<file path="config.mk">
export PLATFORM = sky130hd
export DESIGN_NAME = reg_input_fifo_flat
export DESIGN_NICKNAME = d
export VERILOG_FILES = /design/src/rtl/reg_input_fifo_pkg.sv /design/src/rtl/reg_input_fifo_if.sv /design/src/rtl/reg_input_fifo_mem.sv /design/src/rtl/reg_input_fifo.sv /design/src/flat_wrapper.sv
export SDC_FILE = /design/constraint.sdc
export NUM_CORES = 1
export LEC_CHECK = 0
export CORE_ASPECT_RATIO = 0.7
export CORE_MARGIN = 4
export CORE_UTILIZATION = 40
export DETAILED_ROUTE_END_ITERATION = 12
export GPL_TIMING_DRIVEN = 1
export SETUP_SLACK_MARGIN = 0.15
export SYNTH_ARGS = -nofsm -noshare
export SYNTH_HDL_FRONTEND = slang
export SYNTH_HIERARCHICAL = 1
export SYNTH_SLANG_ARGS = --single-unit
</file>
<file path="constraint.sdc">
create_clock -name clk -period 2.4 [get_ports clk]
set_clock_uncertainty 0.05 [all_clocks]
set_input_delay 0.36 -clock clk [delete_from_list [all_inputs] [get_ports clk]]
set_output_delay 0.36 -clock clk [all_outputs]
set_load 0.01 [all_outputs]
</file>
<file path="src/rtl/reg_input_fifo_pkg.sv">
`default_nettype none
// +--------------------------------------------------------------------------+
// | Package   : register_pkg                                                 |
// | Purpose   : Shared sizing constants and the data word type for the       |
// |             16-bit data register and its input FIFO.                     |
// | Contents  : DATA_WIDTH, FIFO_DEPTH, FIFO_AF_LEVEL, data_t                |
// | Revision  : 1.0  initial release                                         |
// +--------------------------------------------------------------------------+
package register_pkg;

  localparam int DATA_WIDTH    = 16;
  localparam int FIFO_DEPTH    = 8;
  localparam int FIFO_AF_LEVEL = 6;

  typedef logic [DATA_WIDTH-1:0] data_t;

endpackage : register_pkg
`default_nettype wire

</file>
<file path="src/rtl/reg_input_fifo_if.sv">
`default_nettype none
// +--------------------------------------------------------------------------+
// | Interface : reg_input_fifo_if                                            |
// | Purpose   : Producer / consumer handshake and status bundle of the       |
// |             register input FIFO.                                         |
// | Modports  : master - drives wr_en, wr_data, rd_en; observes status       |
// |             slave  - the FIFO itself                                     |
// | Signals   : wr_en, wr_data, rd_en, data_out, data_valid, full, empty,    |
// |             almost_full, count, overflow, underflow                      |
// | Revision  : 1.0  initial release                                         |
// +--------------------------------------------------------------------------+
interface reg_input_fifo_if
  import register_pkg::*;
#(
  parameter int DATA_WIDTH = register_pkg::DATA_WIDTH,
  parameter int DEPTH      = FIFO_DEPTH
);

  logic                    wr_en;
  logic [DATA_WIDTH-1:0]   wr_data;
  logic                    rd_en;
  logic [DATA_WIDTH-1:0]   data_out;
  logic                    data_valid;
  logic                    full;
  logic                    empty;
  logic                    almost_full;
  logic [$clog2(DEPTH):0]  count;
  logic                    overflow;
  logic                    underflow;

  modport master (
    output wr_en, wr_data, rd_en,
    input  data_out, data_valid, full, empty, almost_full, count,
           overflow, underflow
  );

  modport slave (
    input  wr_en, wr_data, rd_en,
    output data_out, data_valid, full, empty, almost_full, count,
           overflow, underflow
  );

endinterface : reg_input_fifo_if
`default_nettype wire

</file>
<file path="src/rtl/reg_input_fifo_mem.sv">
`default_nettype none
// +--------------------------------------------------------------------------+
// | Module    : reg_fifo_mem                                                 |
// | Purpose   : DEPTH x DATA_WIDTH storage for the register input FIFO.      |
// |             One synchronous write port, one combinational read port.     |
// | Ports     : clk            - clock                                       |
// |             we/waddr/wdata - write port                                  |
// |             raddr/rdata    - asynchronous read port                      |
// | Revision  : 1.0  initial release                                         |
// +--------------------------------------------------------------------------+
module reg_fifo_mem #(
  parameter int DATA_WIDTH = 16,
  parameter int DEPTH      = 8
) (
  input  wire logic                      clk,
  input  wire logic                      we,
  input  wire logic [$clog2(DEPTH)-1:0]  waddr,
  input  wire logic [DATA_WIDTH-1:0]     wdata,
  input  wire logic [$clog2(DEPTH)-1:0]  raddr,
  output logic      [DATA_WIDTH-1:0]     rdata
);

  // Storage is intentionally not reset: occupancy is tracked by the
  // pointers/count, so stale contents are never observable.
  logic [DATA_WIDTH-1:0] r_mem [DEPTH];

  always_ff @(posedge clk) begin
    if (we) begin
      r_mem[waddr] <= wdata;
    end
  end

  assign rdata = r_mem[raddr];

endmodule : reg_fifo_mem
`default_nettype wire

</file>
<file path="src/rtl/reg_input_fifo.sv">
`default_nettype none
// +--------------------------------------------------------------------------+
// | Module    : reg_input_fifo                                               |
// | Purpose   : Synchronous FIFO upstream of the 16-bit data register. Each  |
// |             accepted pop presents the word on data_out with a one-cycle  |
// |             data_valid strobe (the register's load enable).              |
// | Ports     : clk   - clock, rising edge                                   |
// |             rst_n - synchronous active-low reset                         |
// |             bus   - reg_input_fifo_if.slave (write/read requests, popped |
// |                     data, occupancy and sticky error flags)              |
// | Revision  : 1.0  initial release                                         |
// +--------------------------------------------------------------------------+
module reg_input_fifo
  import register_pkg::*;
#(
  parameter int DATA_WIDTH = register_pkg::DATA_WIDTH,
  parameter int DEPTH      = FIFO_DEPTH,
  parameter int AF_LEVEL   = FIFO_AF_LEVEL
) (
  input  wire logic        clk,
  input  wire logic        rst_n,
  reg_input_fifo_if.slave  bus
);

  localparam int c_PTR_W = $clog2(DEPTH);
  localparam int c_CNT_W = c_PTR_W + 1;

  logic [c_PTR_W-1:0]    r_wr_ptr;
  logic [c_PTR_W-1:0]    r_rd_ptr;
  logic [c_CNT_W-1:0]    r_count;
  logic [DATA_WIDTH-1:0] r_data_out;
  logic                  r_data_valid;
  logic                  r_overflow;
  logic                  r_underflow;

  logic                  w_full;
  logic                  w_empty;
  logic                  w_wr_acc;
  logic                  w_rd_acc;
  logic [DATA_WIDTH-1:0] w_rdata;

  assign w_full  = (r_count == c_CNT_W'(DEPTH));
  assign w_empty = (r_count == '0);

  // A write into a full FIFO is still accepted when a pop frees the head slot
  // on the same edge; the pop reads the old head before the write lands.
  assign w_wr_acc = bus.wr_en & (~w_full | bus.rd_en);
  assign w_rd_acc = bus.rd_en & ~w_empty;

  reg_fifo_mem #(
    .DATA_WIDTH (DATA_WIDTH),
    .DEPTH      (DEPTH)
  ) u_mem (
    .clk   (clk),
    .we    (w_wr_acc),
    .waddr (r_wr_ptr),
    .wdata (bus.wr_data),
    .raddr (r_rd_ptr),
    .rdata (w_rdata)
  );

  always_ff @(posedge clk) begin
    if (!rst_n) begin
      r_wr_ptr     <= '0;
      r_rd_ptr     <= '0;
      r_count      <= '0;
      r_data_out   <= '0;
      r_data_valid <= 1'b0;
      r_overflow   <= 1'b0;
      r_underflow  <= 1'b0;
    end else begin
      r_data_valid <= w_rd_acc;

      if (w_wr_acc) begin
        r_wr_ptr <= r_wr_ptr + c_PTR_W'(1);
      end

      if (w_rd_acc) begin
        r_data_out <= w_rdata;
        r_rd_ptr   <= r_rd_ptr + c_PTR_W'(1);
      end

      case ({w_wr_acc, w_rd_acc})
        2'b10:   r_count <= r_count + c_CNT_W'(1);
        2'b01:   r_count <= r_count - c_CNT_W'(1);
        default: r_count <= r_count;
      endcase

      if (bus.wr_en && w_full && !bus.rd_en) begin
        r_overflow <= 1'b1;
      end
      if (bus.rd_en && w_empty) begin
        r_underflow <= 1'b1;
      end
    end
  end

  assign bus.data_out    = r_data_out;
  assign bus.data_valid  = r_data_valid;
  assign bus.full        = w_full;
  assign bus.empty       = w_empty;
  assign bus.almost_full = (r_count >= c_CNT_W'(AF_LEVEL));
  assign bus.count       = r_count;
  assign bus.overflow    = r_overflow;
  assign bus.underflow   = r_underflow;

endmodule : reg_input_fifo
`default_nettype wire

</file>
<file path="src/flat_wrapper.sv">
// flat-port wrapper written by rule: the top's interface ports become plain ports
module reg_input_fifo_flat import register_pkg::*;
#(
  parameter int DATA_WIDTH = register_pkg::DATA_WIDTH,
  parameter int DEPTH      = FIFO_DEPTH,
  parameter int AF_LEVEL   = FIFO_AF_LEVEL
)
  (clk, rst_n, bus_wr_en, bus_wr_data, bus_rd_en, bus_data_out, bus_data_valid, bus_full, bus_empty, bus_almost_full, bus_count, bus_overflow, bus_underflow);
  reg_input_fifo_if #(.DATA_WIDTH(DATA_WIDTH), .DEPTH(DEPTH)) bus_i ();
  input  wire logic clk;
  input  wire logic rst_n;
  input wire logic [$bits(bus_i.wr_en)-1:0] bus_wr_en;
  input wire logic [$bits(bus_i.wr_data)-1:0] bus_wr_data;
  input wire logic [$bits(bus_i.rd_en)-1:0] bus_rd_en;
  output wire logic [$bits(bus_i.data_out)-1:0] bus_data_out;
  output wire logic [$bits(bus_i.data_valid)-1:0] bus_data_valid;
  output wire logic [$bits(bus_i.full)-1:0] bus_full;
  output wire logic [$bits(bus_i.empty)-1:0] bus_empty;
  output wire logic [$bits(bus_i.almost_full)-1:0] bus_almost_full;
  output wire logic [$bits(bus_i.count)-1:0] bus_count;
  output wire logic [$bits(bus_i.overflow)-1:0] bus_overflow;
  output wire logic [$bits(bus_i.underflow)-1:0] bus_underflow;
  assign bus_i.wr_en = bus_wr_en;
  assign bus_i.wr_data = bus_wr_data;
  assign bus_i.rd_en = bus_rd_en;
  assign bus_data_out = bus_i.data_out;
  assign bus_data_valid = bus_i.data_valid;
  assign bus_full = bus_i.full;
  assign bus_empty = bus_i.empty;
  assign bus_almost_full = bus_i.almost_full;
  assign bus_count = bus_i.count;
  assign bus_overflow = bus_i.overflow;
  assign bus_underflow = bus_i.underflow;
  reg_input_fifo #(.DATA_WIDTH(DATA_WIDTH), .DEPTH(DEPTH), .AF_LEVEL(AF_LEVEL)) u_core (.clk(clk), .rst_n(rst_n), .bus(bus_i));
endmodule
</file>
# After elaboration in Yosys (flattened, before gate mapping)
# Memories as Yosys holds them, arrays and structs flattened. A register that Yosys moved wholly into a read port is not among the register bits.
# Index checks and enable logic that the tools add are counted.
[totals] reg_bits=13 ramBits=128 input_bits=20 word_cells=30 memories=1
[classes] addsub=4 magnitude_cmp=1 n_eq_ne=3 mux=3 bitwise_logic=5 n_reduce_logical=7
[memory_table] name="u_core.u_mem.r_mem" words=8 width=16 read_ports=1 rd_ports_with_merged_regs=1 wr=1 line="reg_input_fifo_mem.sv:25" text="logic [DATA_WIDTH-1:0] r_mem [DEPTH];"
[op_table] op="$pmux W4 S2" n=1
[op_table] op="$add A3 B1 Y3 const B" n=2
[op_table] op="$add A4 B1 Y4 const B" n=1
[op_table] op="$eq A4 B4 Y1 const B" n=1
[op_table] op="$ge A4 B3 Y1 const B" n=1
[op_table] op="$logic_not A4 Y1" n=1
[op_table] op="$sub A4 B1 Y4 const B" n=1
[op_table] op="$logic_and A1 B1 Y1" n=3
[op_table] op="$and A1 B1 Y1" n=2
[op_table] op="$eq A2 B1 Y1 const B" n=1
[op_table] op="$eq A2 B2 Y1 const B" n=1
[op_table] op="$logic_not A1 Y1" n=2
[op_table] op="$mux W1" n=2
[op_table] op="$not A1 Y1" n=2
[op_table] op="$reduce_bool A2 Y1" n=1
[op_table] op="$or A1 B1 Y1" n=1

# Depth between registers and ports, before layout
# Gate-level depths: netlist of run 1.
[logic_depth] ltp_word=6 mapped_depth=11

# Modules after synthesis
# The synthesis of run 1 kept the hierarchy.
[by_module_without_submodules] mod="reg_fifo_mem" instances=1 cells_each=198 area_each_um2=4973.5 seq_area_each_um2=3843.7
[by_module_without_submodules] mod="reg_input_fifo" instances=1 cells_each=140 area_each_um2=1270.0 seq_area_each_um2=580.6

# Worst setup path before layout of run 1
# Ideal clock, no wire load.
[synth_path] path_kind="reg-to-reg" startpoint="reg u_core.r_count[0] (netlist: u_core/bus.count[0])" endpoint="reg u_core.r_count[3] (netlist: u_core/bus.count[3])" setup_ns=0.072 t_arrival_ns=2.520 slack_ns=-0.242 stages_incl_launch_ff=12 cell_sequence="dfxtp_1 nor4_2 nand2b_1 buf_6 inv_2 buf_2 ha_1 ha_1 a21o_1 a21oi_1 mux2i_1 mux2i_1"
[synth_lines] element="start: declaration" line="reg_input_fifo.sv:30" text="logic [c_CNT_W-1:0] r_count;"
[synth_lines] element="start signal: assignment" line="reg_input_fifo.sv:84" text="2'b10: r_count <= r_count + c_CNT_W'(1);"
[synth_lines] element="start signal: assignment" line="reg_input_fifo.sv:85" text="2'b01: r_count <= r_count - c_CNT_W'(1);"
[synth_lines] element="start signal: assignment" line="reg_input_fifo.sv:86" text="default: r_count <= r_count;"
[synth_lines] element="$logic_not A4 Y1 (*)" line="reg_input_fifo.sv:43" text="assign w_empty = (r_count == '0);"
[synth_lines] element="net bus_empty" line="flat_wrapper.sv:18" text="output wire logic [$bits(bus_i.empty)-1:0] bus_empty;"
[synth_lines] element="$not A1 Y1 (*)" line="reg_input_fifo.sv:48" text="assign w_rd_acc = bus.rd_en & ~w_empty;"
[synth_lines] element="$and A1 B1 Y1 (*)" line="reg_input_fifo.sv:48"
[synth_lines] element="net u_core.w_rd_acc" line="reg_input_fifo.sv:39" text="logic w_rd_acc;"
[synth_lines] element="$eq A2 B1 Y1 or $eq A2 B2 Y1 (tied branches)" line="reg_input_fifo.sv:83" text="case ({w_wr_acc, w_rd_acc})"
[synth_lines] element="$pmux W4 S2 or $reduce_bool A2 Y1 (tied branches)"
# The timed path passes the listed nets; every way through them passes the cells marked *.
# A chain may end at the register's enable or synchronous reset.

# Worst setup path after layout of run 1
[layout_path] startpoint="reg u_core.r_count[1] (netlist: u_core/bus.count[1])" endpoint="reg u_core.r_count[3] (netlist: u_core/bus.count[3])"
[layout_between] elab_chain_cells=6
[layout_rtl] element="$eq A4 B4 Y1" line="reg_input_fifo.sv:42" text="assign w_full = (r_count == c_CNT_W'(DEPTH));"
[layout_rtl] element="$not A1 Y1" line="reg_input_fifo.sv:47" text="assign w_wr_acc = bus.wr_en & (~w_full | bus.rd_en);"
[layout_rtl] element="$or A1 B1 Y1" line="reg_input_fifo.sv:47"
[layout_rtl] element="$and A1 B1 Y1" line="reg_input_fifo.sv:47"
[layout_rtl] element="$eq A2 B1 Y1 or $eq A2 B2 Y1 (tied branches)" line="reg_input_fifo.sv:83"
[layout_rtl] element="$pmux W4 S2 or $reduce_bool A2 Y1 (tied branches)"
# Parallel ways exist; a longest one is shown, timed or not.

==> results by stage, run 1 <==
Run status:
- The run finished with clean final reports.

Run:
- The max-cap check violation count is 0.

Critical path:
- The endpoint of the most critical setup path is u_core/bus.count[3]$_SDFFE_PN0P_.
- The depth of the worst register-to-register path is 8.
- The cell with the most instances on the worst path is sky130_fd_sc_hd__mux2i_1.
- The terminus of the critical flop-to-flop path is u_core/bus.count[3]$_SDFFE_PN0P_.
- The slowest stage of the critical path belongs to the cell sky130_fd_sc_hd__or4b_4.
- At the worst endpoint, the required time is between 2000 and 3000 ps.
- The worst setup path is captured at a register.
- The arrival time of data at the critical path endpoint is 2600 ps.
- In this design, the largest share of critical-path delay is due to simple AND/OR/NAND/NOR gates.
- The worst setup path is launched from a register.
- The largest fanout on the critical path is 4.
- The category of the most critical setup path is register to register.
- Counting both buffers and inverters, the worst setup path holds a total of 0.
- The instance count on the critical path is 8.
- The internal reg-to-reg setup slack is 90 ps.
- The startpoint identified for the worst register-to-register timing path is u_core/bus.count[1]$_SDFFE_PN0P_.
- The signal on the critical path passes through or4b_4, o21ai_4, ha_4, ha_1, a21o_1, a21oi_2, mux2i_1, mux2i_1.
- In this run the worst setup path begins at u_core/bus.count[1]$_SDFFE_PN0P_.
- The longest individual stage delay on the worst path is 540 ps.

Clocking:
- The sink count of the clock tree is 157.
- In this run, CTS created clock tree buffers numbering 17.
- The cell at the root of the clock tree is sky130_fd_sc_hd__clkbuf_16.
- Clock latency on the worst-skew pair, taken at its later pin, is 410 ps.
- The clock slew at the register clock pins of the worst setup and hold paths is around 70 ps.
- The buffer depth of the longest clock path is 2.
- TritonCTS built the clock tree.
- The number of H-tree levels is 4.

Routing:
- In the detailed route, the total length drawn on met2 is 6100 um.
- The routed via count divided by cell count is 5.10.
- After detailed routing, the wire length on met1 is around 5400 um.
- In the final routed layout, each cell accounts on average for 19.4 um.
- The first TritonRoute pass finished after 4 iterations.
- The total length of routed wires is about 12,000 um.
- Routed signal wires occupy layers up through met4.
- The number of nets with antenna violations after detailed routing is 0.
- The detailed-routed wire length on met3 is 555 um.
- The count of routing violations after the opening detailed-route iteration is 187.
- The final routed DRC violation total is 0.
- The detailed-route via count is approximately 3,200.

Timing:
- Measured against its own limit, the worst slew margin works out to 66.1%.
- The number of pins with negative max-slew slack in the final report is 0.
- Timing would allow up to 432 MHz.
- The transition time of the tightest slew-check pin is around 500 ps.
- The number of endpoints failing setup at the final stage is 0.
- The fraction of the cycle the final worst path needs is 96.4%.
- The count of endpoints failing hold in the final timing report came to 0.
- Setup repair after global routing could not meet its margin everywhere.
- The worst hold slack is 411 ps.
- The worst path needs ~2300 ps of the cycle, external delays included.

Place:
- During placement, the flow inserted port buffers numbering 45.
- The routability congestion estimate is 0.690.
- The number of placed instances, taps included, is 595.
- The HPWL after detailed placement is 7570 um.

Pwr:
- The total power is 0.00783 W.
- Across the VDD grid, the largest voltage drop is 0.506 mV.
- For this design the ratio of total power to cell area is between 1000 and 1500 mW/mm2.
- The leakage power summed over all cells is 2.65 nW.

Synthesis:
- After synthesis, the largest family of logic cells by area is multiplexers.
- Summing the areas of all and, or, nand and nor instances in the mapped netlist gives just over 5% of the synthesized area.
- In the synthesized netlist, mux cells make up 16.4% of the area.
- The area fraction in compound gates after synthesis is 3.23%.
- Of the total synthesized cell area, the portion taken by XOR and XNOR cells is 0.842%.
- Counting every net in the synthesized netlist gives 364.
- In this run, distinct cell masters in the synthesized netlist total 33.
- The part of the Yosys area used for sequential elements is a little under three quarters.
- After Yosys synthesis, full adders, half adders and majority gates account for 1.32% of the synthesized area.
- The number of synthesized register bits is 157.
- In this run the mean area of a mapped cell was between 15 and 20 um2.
- The synthesized netlist occupies a cell area of approximately 0.0062 mm2.
- The dominant cell type by area after synthesis is sky130_fd_sc_hd__edfxtp_1.
- The share of the synthesized area in the top cell type is 61.6%.
- During synthesis, Yosys emitted a total of 6 warnings.
- The number of instances in the synthesized netlist is 338.
- Sorting the synthesized cells by area gives the leading types as sky130_fd_sc_hd__edfxtp_1, sky130_fd_sc_hd__mux4_1, sky130_fd_sc_hd__dfxtp_1, sky130_fd_sc_hd__mux2_2, sky130_fd_sc_hd__nand2_1.

Floorplanning:
- The floorplan step defined a die boundary enclosing around 0.018 mm2.
- Once the floorplan was initialized, standard cells occupied around two fifths of the core.
- The die is 157 um wide.
- The overall die height is 113 um.
- After floorplanning, the core was divided into 37 placement rows.
- For this design the top-level I/O count stands at 46.
- The total area inside the core boundary comes to 0.0150 mm2.

Worst hold path:
- The type of the tightest min-delay check is register to register.
- The cell count of the worst hold path is 2.

Final layout:
- The share of cells above drive strength 1 is a little under a quarter.
- 0 antenna diodes ended up in the layout.
- For this run, the share of the core covered by cells in the final layout is between 50% and 60%.
- From synthesis to final layout, the design area changed by 24.5%.
- In the final design database the tool counted about 450 nets.
- The count of placed standard cells in the final layout, fillers left out is 628.

Global route:
- The wire length of the first global-routing pass is 18,900 um.
- The via count of the first global-routing pass came to ~3,300.
- The number of antenna violations at the first check in global routing was 0.
- The aggregate global routing overflow is 0.
- The global-route usage over all layers is 14.5%.
- Entering global routing, the biggest net connects 24 pins.
[Yosys cell counts]
cell type,instances
sky130_fd_sc_hd__buf_4,1
sky130_fd_sc_hd__buf_1,4
sky130_fd_sc_hd__inv_2,1
sky130_fd_sc_hd__mux2i_1,2
sky130_fd_sc_hd__a21boi_0,17
sky130_fd_sc_hd__mux4_2,4
sky130_fd_sc_hd__and2_1,8
sky130_fd_sc_hd__buf_2,1
sky130_fd_sc_hd__nand3_1,1
sky130_fd_sc_hd__buf_6,6
sky130_fd_sc_hd__dfxtp_1,29
sky130_fd_sc_hd__clkbuf_1,3
sky130_fd_sc_hd__xnor2_1,4
sky130_fd_sc_hd__nand2b_1,5
sky130_fd_sc_hd__nor3_1,2
sky130_fd_sc_hd__nor2_1,9
sky130_fd_sc_hd__xor2_1,2
sky130_fd_sc_hd__o21ai_4,1
sky130_fd_sc_hd__o21ai_0,3
sky130_fd_sc_hd__mux4_1,28
sky130_fd_sc_hd__a21oi_1,3
sky130_fd_sc_hd__a21o_1,2
sky130_fd_sc_hd__inv_1,5
sky130_fd_sc_hd__ha_1,5
sky130_fd_sc_hd__or4b_4,1
sky130_fd_sc_hd__mux2_2,16
sky130_fd_sc_hd__nor4_2,1
sky130_fd_sc_hd__clkbuf_2,1
sky130_fd_sc_hd__nor2b_1,2
sky130_fd_sc_hd__o211ai_2,1
sky130_fd_sc_hd__fa_1,1
sky130_fd_sc_hd__edfxtp_1,128
sky130_fd_sc_hd__nand2_1,41
[cells by family after synthesis]
family | Yosys count
AO/OA/AOI/OAI | 27
XOR/XNOR | 6
adder cells (fa/ha/maj) | 6
buffers and inverters | 22
flip-flops | 157
multiplexers | 50
AND/OR/NAND/NOR | 70
[placed cells by master, fill, tap and decap left out, types with 4 or more instances in the layout]
cell type	netlist	routed
sky130_fd_sc_hd__mux2_2	16	16
sky130_fd_sc_hd__buf_12	0	4
sky130_fd_sc_hd__nand2_1	41	41
sky130_fd_sc_hd__nor2_1	9	9
sky130_fd_sc_hd__mux4_2	4	4
sky130_fd_sc_hd__buf_4	1	30
sky130_fd_sc_hd__dfxtp_1	29	24
sky130_fd_sc_hd__and2_1	8	8
sky130_fd_sc_hd__ha_1	5	4
sky130_fd_sc_hd__inv_6	0	5
sky130_fd_sc_hd__mux4_1	28	28
sky130_fd_sc_hd__inv_1	5	4
sky130_fd_sc_hd__clkinvlp_4	0	4
sky130_fd_sc_hd__a21boi_0	17	17
sky130_fd_sc_hd__clkbuf_16	0	17
sky130_fd_sc_hd__nand2b_1	5	4
sky130_fd_sc_hd__edfxtp_1	128	128
sky130_fd_sc_hd__clkdlybuf4s50_1	0	44
sky130_fd_sc_hd__xnor2_1	4	4
[cell type report]
cell class / instances / area [um2]
flip-flops and latches: 157 / 4440
fillers: 1211 / 7230
repair buffers: 79 / 754
clock buffers: 17 / 425
inverters: 6 / 22.5
clock inverters: 15 / 160
well taps: 195 / 244
multi-input cells: 159 / 1730
[metal layers]
| layer | global-route usage, % | vias up |
|---|---|---|
| li1 | - | 1497 |
| met1 | 19.1 | 1641 |
| met2 | 23.9 | 63 |
| met3 | 3.55 | 4 |
| met4 | 4.13 | 0 |
| met5 | 0 | - |
[registers in the layout, indices dropped and copies added (netlist names)]
register               cells
u_core/r_wr_ptr            3
u_core/r_rd_ptr            3
u_core/bus.underflow       1
u_core/bus.count           4
u_core/u_mem/r_mem       128
u_core/bus.overflow        1
u_core/bus.data_valid      1
u_core/bus.data_out       16
[tightest hold or removal path: cells and delay by family, from the launching register on]
family           cells  cell delay [ps]
AO/OA/AOI/OAI        1               60
flip-flops           1              310
AND/OR/NAND/NOR      1               40
[metrics by stage]
stage / setup WS (ps) / instance area [um2] / TNS, ps
floorplan: -99.0 / 6290 / -99.0
global placement: 14.4 / 7170 / 0
detailed placement: -29.1 / 7170 / -29.1
CTS: 80.5 / 7770 / 0
global route: -7.34 / 7770 / -7.34
finish: 85.7 / 7770 / 0
[what timing repair did]
action,in CTS,in global routing
pin swaps,2,0
gates resized for setup,7,1
setup endpoints to repair,4,4
hold buffers,0,0
buffers inserted,1,0
[power by group]
part	switching [W]	internal, W	leakage (nW)
registers	0.000114	0.00318	1.40
clock network	0.00107	0.00154	0.275
logic	0.000904	0.00102	0.978
total	0.00209	0.00575	2.65
[worst min-delay path by stage]
stage	startpoint	to	slack, ps
after global routing	u_core/bus.data_out[14]$_SDFFE_PN0P_	u_core/bus.data_out[14]$_SDFFE_PN0P_	440
after detailed placement	u_core/bus.data_out[11]$_SDFFE_PN0P_	u_core/bus.data_out[11]$_SDFFE_PN0P_	410
after CTS	u_core/bus.data_out[11]$_SDFFE_PN0P_	u_core/bus.data_out[11]$_SDFFE_PN0P_	420
final	u_core/bus.data_out[11]$_SDFFE_PN0P_	u_core/bus.data_out[11]$_SDFFE_PN0P_	410
after global placement	u_core/bus.data_out[12]$_SDFFE_PN0P_	u_core/bus.data_out[12]$_SDFFE_PN0P_	400
after floorplan	bus_wr_data[0]	u_core/u_mem/r_mem[0][0]$_DFFE_PP_	410
Power figures use the tool's default switching activity.
==> run 2, diff against run 1 <==
Settings changed: CELL_PAD_IN_SITES_DETAIL_PLACEMENT set to 1, CELL_PAD_IN_SITES_GLOBAL_PLACEMENT set to 2, PLACE_DENSITY_LB_ADDON set to 0.25.
==> results by stage, run 2 (synthesis gave the netlist of run 1 again) <==
Final layout:
- The share of the core filled with cells in the final layout is 52.3% (+0.46 points).
- The final net count is 443 (-0.67%).
- The library cell used most frequently in the layout, excluding fill and tap cells, is sky130_fd_sc_hd__edfxtp_1.
- The library cells used most frequently in the layout, excluding fill and tap cells, are sky130_fd_sc_hd__edfxtp_1, sky130_fd_sc_hd__clkdlybuf4s50_1, sky130_fd_sc_hd__nand2_1, sky130_fd_sc_hd__mux4_1.
- The flip-flop count of the largest register after layout is 128 (unchanged).
- The share of cells above drive strength 1 came to 23.3% (-0.30 points).
- The number of antenna cells inserted is 0 (unchanged).
- Relative to the synthesized area, the layout overhead comes to 25.6%.
- The largest register by flop count is u_core/u_mem/r_mem.

Critical path:
- The terminus of the critical flop-to-flop path is u_core/bus.count[3]$_SDFFE_PN0P_.
- The worst endpoint required time is 1990 ps (-700 ps).
- The signal on the critical path passes through buf_4, nor4_4, buf_4, clkdlybuf4s50_1.
- The largest fanout on the critical path is 5 (+1).
- The buffers plus inverters on the worst setup path was 3 (+3).
- The internal reg-to-reg setup slack is 90 ps (about the same).
- The arrival time of data at the critical path endpoint was 1910 ps (-690 ps).
- The depth of the worst register-to-register path is 8 (unchanged).
- In this run the worst setup path terminates at bus_empty.
- The cell that appears most often on the critical path is sky130_fd_sc_hd__buf_4.
- The cell type of the slowest stage on the worst timing path is sky130_fd_sc_hd__clkdlybuf4s50_1.
- The category of the worst setup path capture point is an output pin.
- The longest individual stage delay on the worst path is 530 ps (about the same).
- The startpoint identified for the worst register-to-register timing path is u_core/bus.count[1]$_SDFFE_PN0P_.
- The instance count on the critical path is 4 (-4).
- The kind of cell with the highest combined delay along the critical path is buffers and inverters.
- The launching instance or port of the critical path is u_core/bus.count[0]$_SDFFE_PN0P_.
- The category of the most critical setup path is register to output pin.
- STA classifies the critical path startpoint as a register.

Place:
- The HPWL after detailed placement is 7530 um (-0.45%).
- The number of input and output port buffers inserted was 45 (unchanged).
- The post-placement setup slack came to -39.1 ps (-10.0 ps).
- The routability congestion estimate was 0.677 (-1.8%).

Timing:
- The transition time of the tightest slew-check pin came to 304 ps (-202 ps).
- The least setup slack across all paths after layout was 75.9 ps (-9.86 ps).
- The fraction of the cycle the final worst path needs came to 96.8% (+0.41 points).
- The number of endpoints failing setup at the final stage is 0 (unchanged).
- The total negative slack is 0 ps (unchanged).
- The count of endpoints failing hold in the final timing report is 0 (unchanged).
- Setup repair after global routing could not meet its margin everywhere.
- The clock period minus final worst setup slack is 2320 ps (+9.86 ps).
- The number of pins with negative max-slew slack in the final report is 0 (unchanged).
- The top achievable clock speed is 430 MHz (-0.42%).
- The worst slew margin relative to its limit is 79.7% (+14 points).

Clocking:
- The sink count of the clock tree is 157 (unchanged).
- The hold-fix buffer count after cts is 0 (unchanged).
- The number of buffers created by CTS came to 17 (unchanged).
- The clock latency on the worst-skew pair is 420 ps (about the same).
- The TritonCTS clock tree is yes.
- The number of H-tree levels came to 4 (unchanged).
- The cell at the root of the clock tree is sky130_fd_sc_hd__clkbuf_16.
- The clock slew at the register clock pins of the worst setup and hold paths is 70 ps (about the same).
- The buffer depth of the longest clock path came to 2 (unchanged).

Floorplanning:
- The horizontal extent of the die is 157 um (unchanged).
- The number of placement rows is 37 (unchanged).
- The number of top-level pins was 46 (unchanged).
- The placeable core region came to 0.0150 mm2 (unchanged).
- The die area was 0.0177 mm2 (unchanged).
- The starting density of the core was 41.6% (unchanged).
- The overall die height is 113 um (unchanged).

Routing:
- The count of routing violations after the opening detailed-route iteration is 154 (-18%).
- The per-cell routed wire length came to 20.3 um (+4.9%).
- The routed via count divided by cell count is 5.09 (-0.34%).
- The detailed-route via count is 3,179 (-0.81%).
- The number of nets with antenna violations after detailed routing is 0 (unchanged).
- The total length of routed wires was 12,700 um (+4.4%).
- The final routed DRC violation total is 0 (unchanged).
- The detailed-routing iteration count for the pre-antenna-repair pass is 4 (unchanged).

Global route:
- The number of antenna violations at the first check in global routing is 0 (unchanged).
- The wire length of the first global-routing pass was 19,200 um (+1.5%).
- The via count of the first global-routing pass is 3,302 (+0.30%).
- The pin count of the biggest net entering global routing is 35 (+46%).
- The aggregate global routing overflow was 0 (unchanged).
- The global-route usage over all layers is 14.9% (+0.46 points).

Worst hold path:
- The type of the tightest min-delay check is register to register.

Pwr:
- The total power is 0.00813 W (+3.8%).
- The power density relative to cell area is 1040 mW/mm2 (+2.9%).
- The leakage power summed over all cells came to 2.66 nW (+0.15%).
- The worst supply voltage drop on vdd is 0.500 mV (-1.1%).

Run status:
- The flow ran to the end, and the final reports show no timing, DRC or antenna violations.

Run:
- The max-cap check violation count is 0 (unchanged).
## run 2: how the worst min path moves through the flow
| stage | from | endpoint | cells after the start |
|---|---|---|---|
| global route | u_core/bus.data_out[6]$_SDFFE_PN0P_ | u_core/bus.data_out[6]$_SDFFE_PN0P_ | 2 |
| CTS | u_core/bus.data_out[14]$_SDFFE_PN0P_ | u_core/bus.data_out[14]$_SDFFE_PN0P_ | 2 |
| global placement | u_core/bus.data_out[6]$_SDFFE_PN0P_ | u_core/bus.data_out[6]$_SDFFE_PN0P_ | 2 |
| finish | u_core/bus.data_out[14]$_SDFFE_PN0P_ | u_core/bus.data_out[14]$_SDFFE_PN0P_ | 2 |
| detailed placement | u_core/bus.data_out[14]$_SDFFE_PN0P_ | u_core/bus.data_out[14]$_SDFFE_PN0P_ | 2 |
| floorplan | bus_wr_data[0] | u_core/u_mem/r_mem[0][0]$_DFFE_PP_ | 0 |
## run 2: timing repair
item,CTS,global route
endpoints found under the setup margin,3,4
gates cloned,0,0
endpoints found under the hold margin,0,0
setup buffers,2,4
gates resized for setup,7,5
pin swaps,6,3
## run 2: layout make-up
cell class / count / area [um2]
Fill cell: 1383 / 7160
Sequential cell: 157 / 4440
Multi-Input combinational cell: 159 / 1760
Timing Repair Buffer: 76 / 771
Clock buffer: 18 / 429
Tap cell: 195 / 244
Clock inverter: 14 / 184
Inverter: 6 / 22.5
## run 2: metal layers
metal	up-vias	routed length, um	global-route usage [%]
met1	1635	6050	20.8
met5	-	0	0
met3	9	410	4.32
met4	0	99	3.90
met2	48	6130	23.2
li1	1487	-	-
## run 2: per-stage QoR
| stage | cell area [um2] | hold slack (ps) | std cells |
|---|---|---|---|
| floorplan | 6290 | 409 | 338 |
| global placement | 7150 | 399 | 587 |
| detailed placement | 7150 | 416 | 587 |
| CTS | 7780 | 424 | 621 |
| global route | 7840 | 447 | 625 |
| finish | 7840 | 417 | 625 |
## run 2: worst min-delay path: stages (launching register included)
cell,delay (ps)
sky130_fd_sc_hd__dfxtp_1,310
sky130_fd_sc_hd__nand2_1,50
sky130_fd_sc_hd__a21boi_0,60
## run 2: power breakdown
group	switching, W	internal [W]
clock network	0.00110	0.00166
logic	0.000953	0.00111
registers	0.000125	0.00318
total	0.00218	0.00595
==> run 3, diff against run 2 <==
Settings changed: CORE_ASPECT_RATIO 0.7 to 0.8.
==> results by stage, run 3 (synthesis gave the netlist of run 1 again) <==
Run status:
- The run finished with clean final reports.

Floorplanning:
- The number of top-level pins is 46 (unchanged).
- The starting density of the core came to 41.2% (-0.45 points).
- The number of placement rows is 40 (+8.1%).
- The overall die height is 120 um (+6.4%).
- The die area is 0.0177 mm2 (-0.11%).
- The placeable core region is 0.0152 mm2 (+1.1%).
- The horizontal extent of the die is 148 um (-6.1%).

Critical path:
- The arrival time of data at the critical path endpoint came to 2650 ps (+740 ps).
- The category of the worst setup path capture point is a register.
- The endpoint of the most critical setup path is u_core/bus.count[2]$_SDFFE_PN0P_.
- The internal reg-to-reg setup slack is 70 ps (-20 ps).
- The depth of the worst register-to-register path is 9 (+1).
- The critical path goes through or4b_4, o21ai_4, ha_4, buf_4, inv_2, fa_2, xor2_2, o21ai_1, and2_1.
- The worst endpoint required time came to 2720 ps (+730 ps).
- The category of the most critical setup path is register to register.
- The longest individual stage delay on the worst path is 560 ps (+30 ps).
- The worst register-to-register path begins at u_core/bus.count[0]$_SDFFE_PN0P_.
- The largest fanout on the critical path is 3 (-2).
- The cell type of the slowest stage on the worst timing path is sky130_fd_sc_hd__or4b_4.
- The type of origin of the critical path is a register.
- The terminus of the critical flop-to-flop path is u_core/bus.count[2]$_SDFFE_PN0P_.
- The launching instance or port of the critical path is u_core/bus.count[0]$_SDFFE_PN0P_.

Run:
- The max-cap check violation count is 0 (unchanged).

Place:
- The HPWL after detailed placement is 8400 um (+11%).
- The routability congestion estimate came to 0.680 (+0.43%).
- The post-placement cell area is 0.00717 mm2 (+0.37%).
- The number of input and output port buffers inserted is 45 (unchanged).

Routing:
- The detailed-route via count is 3,240 (+1.9%).
- The number of nets with antenna violations after detailed routing was 0 (unchanged).
- The routed via count divided by cell count was 5.01 (-1.5%).
- The final routed DRC violation total is 0 (unchanged).
- The detailed-routing iteration count for the pre-antenna-repair pass is 4 (unchanged).
- The total length of routed wires is 13,300 um (+4.7%).
- The per-cell routed wire length is 20.5 um (+1.2%).
- The count of routing violations after the opening detailed-route iteration was 201 (+31%).

Timing:
- The top achievable clock speed was 429 MHz (-0.37%).
- The fraction of the cycle the final worst path needs came to 97.2% (+0.36 points).
- The transition time of the tightest slew-check pin came to 549 ps (+245 ps).
- The count of endpoints failing hold in the final timing report is 0 (unchanged).
- The worst slew margin relative to its limit was 63.3% (-16 points).
- The number of endpoints failing setup at the final stage came to 0 (unchanged).
- Setup repair after global routing could not meet its margin everywhere.
- The worst hold slack was 416 ps (-0.836 ps).
- The clock period minus final worst setup slack is 2330 ps (+8.64 ps).
- The number of pins with negative max-slew slack in the final report was 0 (unchanged).

Final layout:
- The share of cells above drive strength 1 is 24.3% (+1.0 points).
- The flip-flop count of the largest register after layout was 128 (unchanged).
- The leading cell type in the layout, fill and taps excluded is sky130_fd_sc_hd__edfxtp_1.
- The summed area of non-filler cells in the final layout was 0.00781 mm2 (-0.37%).
- The total of fill cells in the finished design is 1,421 (+2.7%).
- The number of antenna cells inserted is 0 (unchanged).
- The sequential cell area is 0.00443 mm2 (-0.14%).
- The area growth from synthesis to layout is 25.1%.
- The multi-input logic area is 0.00177 mm2 (+0.86%).
- The library cells used most frequently in the layout, excluding fill and tap cells, are sky130_fd_sc_hd__edfxtp_1, sky130_fd_sc_hd__clkdlybuf4s50_1, sky130_fd_sc_hd__nand2_1, sky130_fd_sc_hd__buf_4, sky130_fd_sc_hd__mux4_1.
- Ranked by flip-flop count, first place goes to u_core/u_mem/r_mem.
- The final net count is 450 (+1.6%).

Clocking:
- The clock slew at the register clock pins of the worst setup and hold paths is 60 ps (about the same).
- The clock latency on the worst-skew pair is 420 ps (about the same).
- The buffer depth of the longest clock path was 2 (unchanged).
- The sink count of the clock tree is 157 (unchanged).
- The TritonCTS clock tree is yes.
- The number of H-tree levels is 4 (unchanged).
- The tree is rooted in a sky130_fd_sc_hd__clkbuf_16.
- The number of buffers created by CTS is 17 (unchanged).

Global route:
- The via count of the first global-routing pass came to 3,471 (+5.1%).
- The aggregate global routing overflow is 0 (unchanged).
- The global-route layer with the greatest usage is met2.
- The number of antenna violations at the first check in global routing is 0 (unchanged).
- The met3 usage in global routing is 3.85% (-0.47 points).
- The global-route usage over all layers is 15.9% (+0.99 points).
- The wire length of the first global-routing pass is 20,400 um (+6.1%).
- The routing usage on met1 is 21.0% (+0.22 points).
- The pin count of the biggest net entering global routing is 34 (-2.9%).
- The global-route track usage on met2 is 25.6% (+2.5 points).

Pwr:
- The power density relative to cell area was 1030 mW/mm2 (-1.1%).
- The total power came to 0.00801 W (-1.5%).
- The leakage power summed over all cells was 2.67 nW (+0.29%).
- The worst supply voltage drop on vdd was 0.578 mV (+16%).

Worst hold path:
- The path class of the tightest hold or removal check is register to register.
run 3: how the worst min path moves through the flow:
| stage | slack (ps) | startpoint | endpoint | cells after the start |
|---|---|---|---|---|
| after floorplan | 410 | bus_wr_data[0] | u_core/u_mem/r_mem[0][0]$_DFFE_PP_ | 0 |
| after global placement | 400 | u_core/bus.data_out[8]$_SDFFE_PN0P_ | u_core/bus.data_out[8]$_SDFFE_PN0P_ | 2 |
| after detailed placement | 410 | u_core/bus.data_out[15]$_SDFFE_PN0P_ | u_core/bus.data_out[15]$_SDFFE_PN0P_ | 2 |
| after CTS | 420 | u_core/bus.data_out[15]$_SDFFE_PN0P_ | u_core/bus.data_out[15]$_SDFFE_PN0P_ | 2 |
| after global routing | 440 | u_core/bus.data_out[0]$_SDFFE_PN0P_ | u_core/bus.data_out[0]$_SDFFE_PN0P_ | 2 |
| final | 420 | u_core/bus.data_out[12]$_SDFFE_PN0P_ | u_core/bus.data_out[12]$_SDFFE_PN0P_ | 2 |
run 3: metal layers:
layer | share of wire, % | wire length (um) | up-vias
li1 | - | - | 1499
met1 | 46 | 6070 | 1664
met2 | 49 | 6520 | 63
met3 | 4.1 | 550 | 14
met4 | 1.2 | 156 | 0
met5 | 0 | 0 | -
run 3: what timing repair did:
action,in CTS,in global routing
hold buffers,0,0
resized for setup,5,8
setup endpoints to repair,4,3
setup buffers,1,1
pin swaps,4,9
run 3: critical path, delay by kind of cell (launching register included):
family	cells	cell delay [ps]
simple gates	2	700
xor+xnor	1	150
flops	1	330
buf+inv	2	170
compound gates	2	340
fa+ha+maj	2	540
run 3: cell type report:
| class | count | area share [%] |
|---|---|---|
| Timing Repair Buffer | 83 | 9.55 |
| Clock inverter | 13 | 1.91 |
| Tap cell | 210 | 3.36 |
| Multi-Input combinational cell | 159 | 22.7 |
| Clock buffer | 19 | 5.54 |
| Inverter | 6 | 0.288 |
| Sequential cell | 157 | 56.7 |
run 3: metrics by stage:
step           setup WS [ps]  utilization (%)  setup TNS (ps)  std cells
6_report                67.2             51.5               0        647
3_3_place_gp            27.0             47.3               0        613
4_1_cts                 97.3             51.2               0        646
2_1_floorplan          -99.0                -           -99.0        338
5_1_grt                -19.2             51.5           -19.2        647
3_5_place_dp           -42.3             47.3           -42.3        613
run 3: report_power, final:
| part | switching [W] | total (W) | internal (W) |
|---|---|---|---|
| Clock | 0.00104 | 0.00266 | 0.00162 |
| Combinational | 0.000925 | 0.00201 | 0.00109 |
| Sequential | 0.000162 | 0.00334 | 0.00318 |
| Total | 0.00213 | 0.00801 | 0.00588 |
==> patch, RTL diff (settings of run 2) <==
`FIFO_DEPTH`: 8 -> 4.
--- a/src/rtl/reg_input_fifo_pkg.sv
+++ b/src/rtl/reg_input_fifo_pkg.sv
@@ -10,5 +10,5 @@
 
   localparam int DATA_WIDTH    = 16;
-  localparam int FIFO_DEPTH    = 8;
+  localparam int FIFO_DEPTH    = 4;
   localparam int FIFO_AF_LEVEL = 6;
 
Interface: changed (resized bus_count); port bits go from 46 to 45. The function was not compared with the original's and may differ.
==> patch against run 2 <==
- power decreased by 46%
- die area down 43%
- clock power is 52% lower
- worst setup slack gained 0.091 ns
- routed wire length is 46% lower
- final area shrank 44%
- sequential power is 41% lower
- synthesized area decreased by 45%
- global-route usage fell by 0.55 points
- register-to-register slack improved by 0.08 ns
- first-iteration DRC count shrank 47%
- sequential cell count down 67
==> patch: results (changes against run 2) <==
stage	metric	value	unit	change
layout	proportion of final cell area spent on non-clock buffers	13.9	%	was 9.83%
clocking	number of buffers added by the clock tree synthesis step	9		was 17
global_routing	via count of the first global-routing pass	2042		was 3302
layout	Area growth syn-to-layout	29.3	%	was 25.6%
placement	post-placement setup slack	-0.0226	ns	was -0.0391 ns
detailed_routing	Detailed Route WL	6.88	mm	was 12.7 mm
placement	DP Cell Count	361		was 587
global_routing	routing usage on met1	18.8	%	was 20.8%
placement	area post-placement	4070	sq um	was 7150 sq um
layout	# nets final	298		was 443
layout	clk tree area frac	6.34	%	was 7.82%
power	Peak VDD IR	0.447	mV	was 0.500 mV
logic_synthesis	Seq/Total Area, Yosys	71.4	%	was 70.9%
worst_setup_path	critical path type	flip-flop to flip-flop		was flip-flop to primary output
layout	number of flip-flops in the largest register	64		was 128
logic_synthesis	largest cells by area after synthesis	edfxtp_1 (56%), dfxtp_1 (15%), mux4_2 (6.6%)		was edfxtp_1 (62%), mux4_1 (12%), dfxtp_1 (9.3%)
layout	fraction of area in registers	55.4	%	was 56.6%
worst_setup_path	Reg2Reg Setup Slack	0.17	ns	was 0.09 ns
global_routing	met2 GRT Util	23.6	%	was 23.2%
power	switching part of the total power	26.0	%	was 26.8%
clocking	number of instances resized during post-cts repair	2		was 7
detailed_routing	number of DRC markers in iteration 0	82		was 154
layout	layout inverter count without the clock tree	7		was 6
placement	Routability Congestion	0.685		was 0.677
layout	fraction of area in multi-input gates	20.9	%	was 22.4%
run_status	run status	completed		unchanged
timing	Final Worst Setup Slack	0.167	ns	was 0.0759 ns
layout	CLK BUF	12		was 18
layout	flip-flop and latch count	90		was 157
layout	multi-input gate count	101		was 159
power	fraction of power consumed by the clock network	30.0	%	was 34.0%
worst_setup_path	crit-path max cell delay	0.42	ns	was 0.53 ns
logic_synthesis	most used standard cells in the synthesized netlist	edfxtp_1 (64), dfxtp_1 (26), nand2_1 (18)		was edfxtp_1 (128), nand2_1 (41), dfxtp_1 (29)
layout	final cell count without fillers	382		was 625
timing	slew at the pin closest to its max-slew limit	0.456	ns	was 0.304 ns
placement	count of input and output buffers	44		was 45
layout	Non-CTS buffers	67		was 76
[patch: changes by cell type after synthesis, moves of 4 or more]
cell      change
a21boi_0     -17
o21ai_0      +14
xnor2_1       -4
mux4_1       -22
buf_6         -5
mux4_2        +6
buf_1         -4
mux2_2       -16
edfxtp_1     -64
nand2_1      -23
nand3_1      +15
ha_1          -4
and2_1        -8
[patch: worst min path at each step]
stage	start	cells past startpoint	to	slack (ns)
floorplan	bus_wr_data[0]	0	u_core/u_mem/r_mem[0][0]$_DFFE_PP_	0.41
global placement	u_core/bus.data_out[10]$_SDFFE_PN0P_	2	u_core/bus.data_out[10]$_SDFFE_PN0P_	0.40
detailed placement	u_core/bus.overflow$_SDFFE_PN0P_	1	u_core/bus.overflow$_SDFFE_PN0P_	0.41
CTS	u_core/bus.overflow$_SDFFE_PN0P_	1	u_core/bus.overflow$_SDFFE_PN0P_	0.42
global route	u_core/bus.data_out[9]$_SDFFE_PN0P_	2	u_core/bus.data_out[9]$_SDFFE_PN0P_	0.44
finish	u_core/bus.overflow$_SDFFE_PN0P_	1	u_core/bus.overflow$_SDFFE_PN0P_	0.42
[patch: metal layers]
layer / wire length (um) / vias to the layer above
li1: - / 930
met1: 3240 / 964
met2: 3370 / 27
met3: 218 / 5
met4: 48 / 0
met5: 0 / -
[patch: cells by family (layout without fill, tap and decap cells)]
| group | Yosys count | in the layout | synth area share (%) |
|---|---|---|---|
| AND/OR/NAND/NOR | 52 | 52 | 7.50 |
| flip-flops | 90 | 90 | 71.4 |
| AO/OA/AOI/OAI | 25 | 25 | 4.57 |
| buffers and inverters | 18 | 90 | 2.78 |
| adder cells (fa/ha/maj) | 2 | 2 | 0.951 |
| XOR/XNOR | 4 | 4 | 1.02 |
| multiplexers | 18 | 18 | 11.8 |
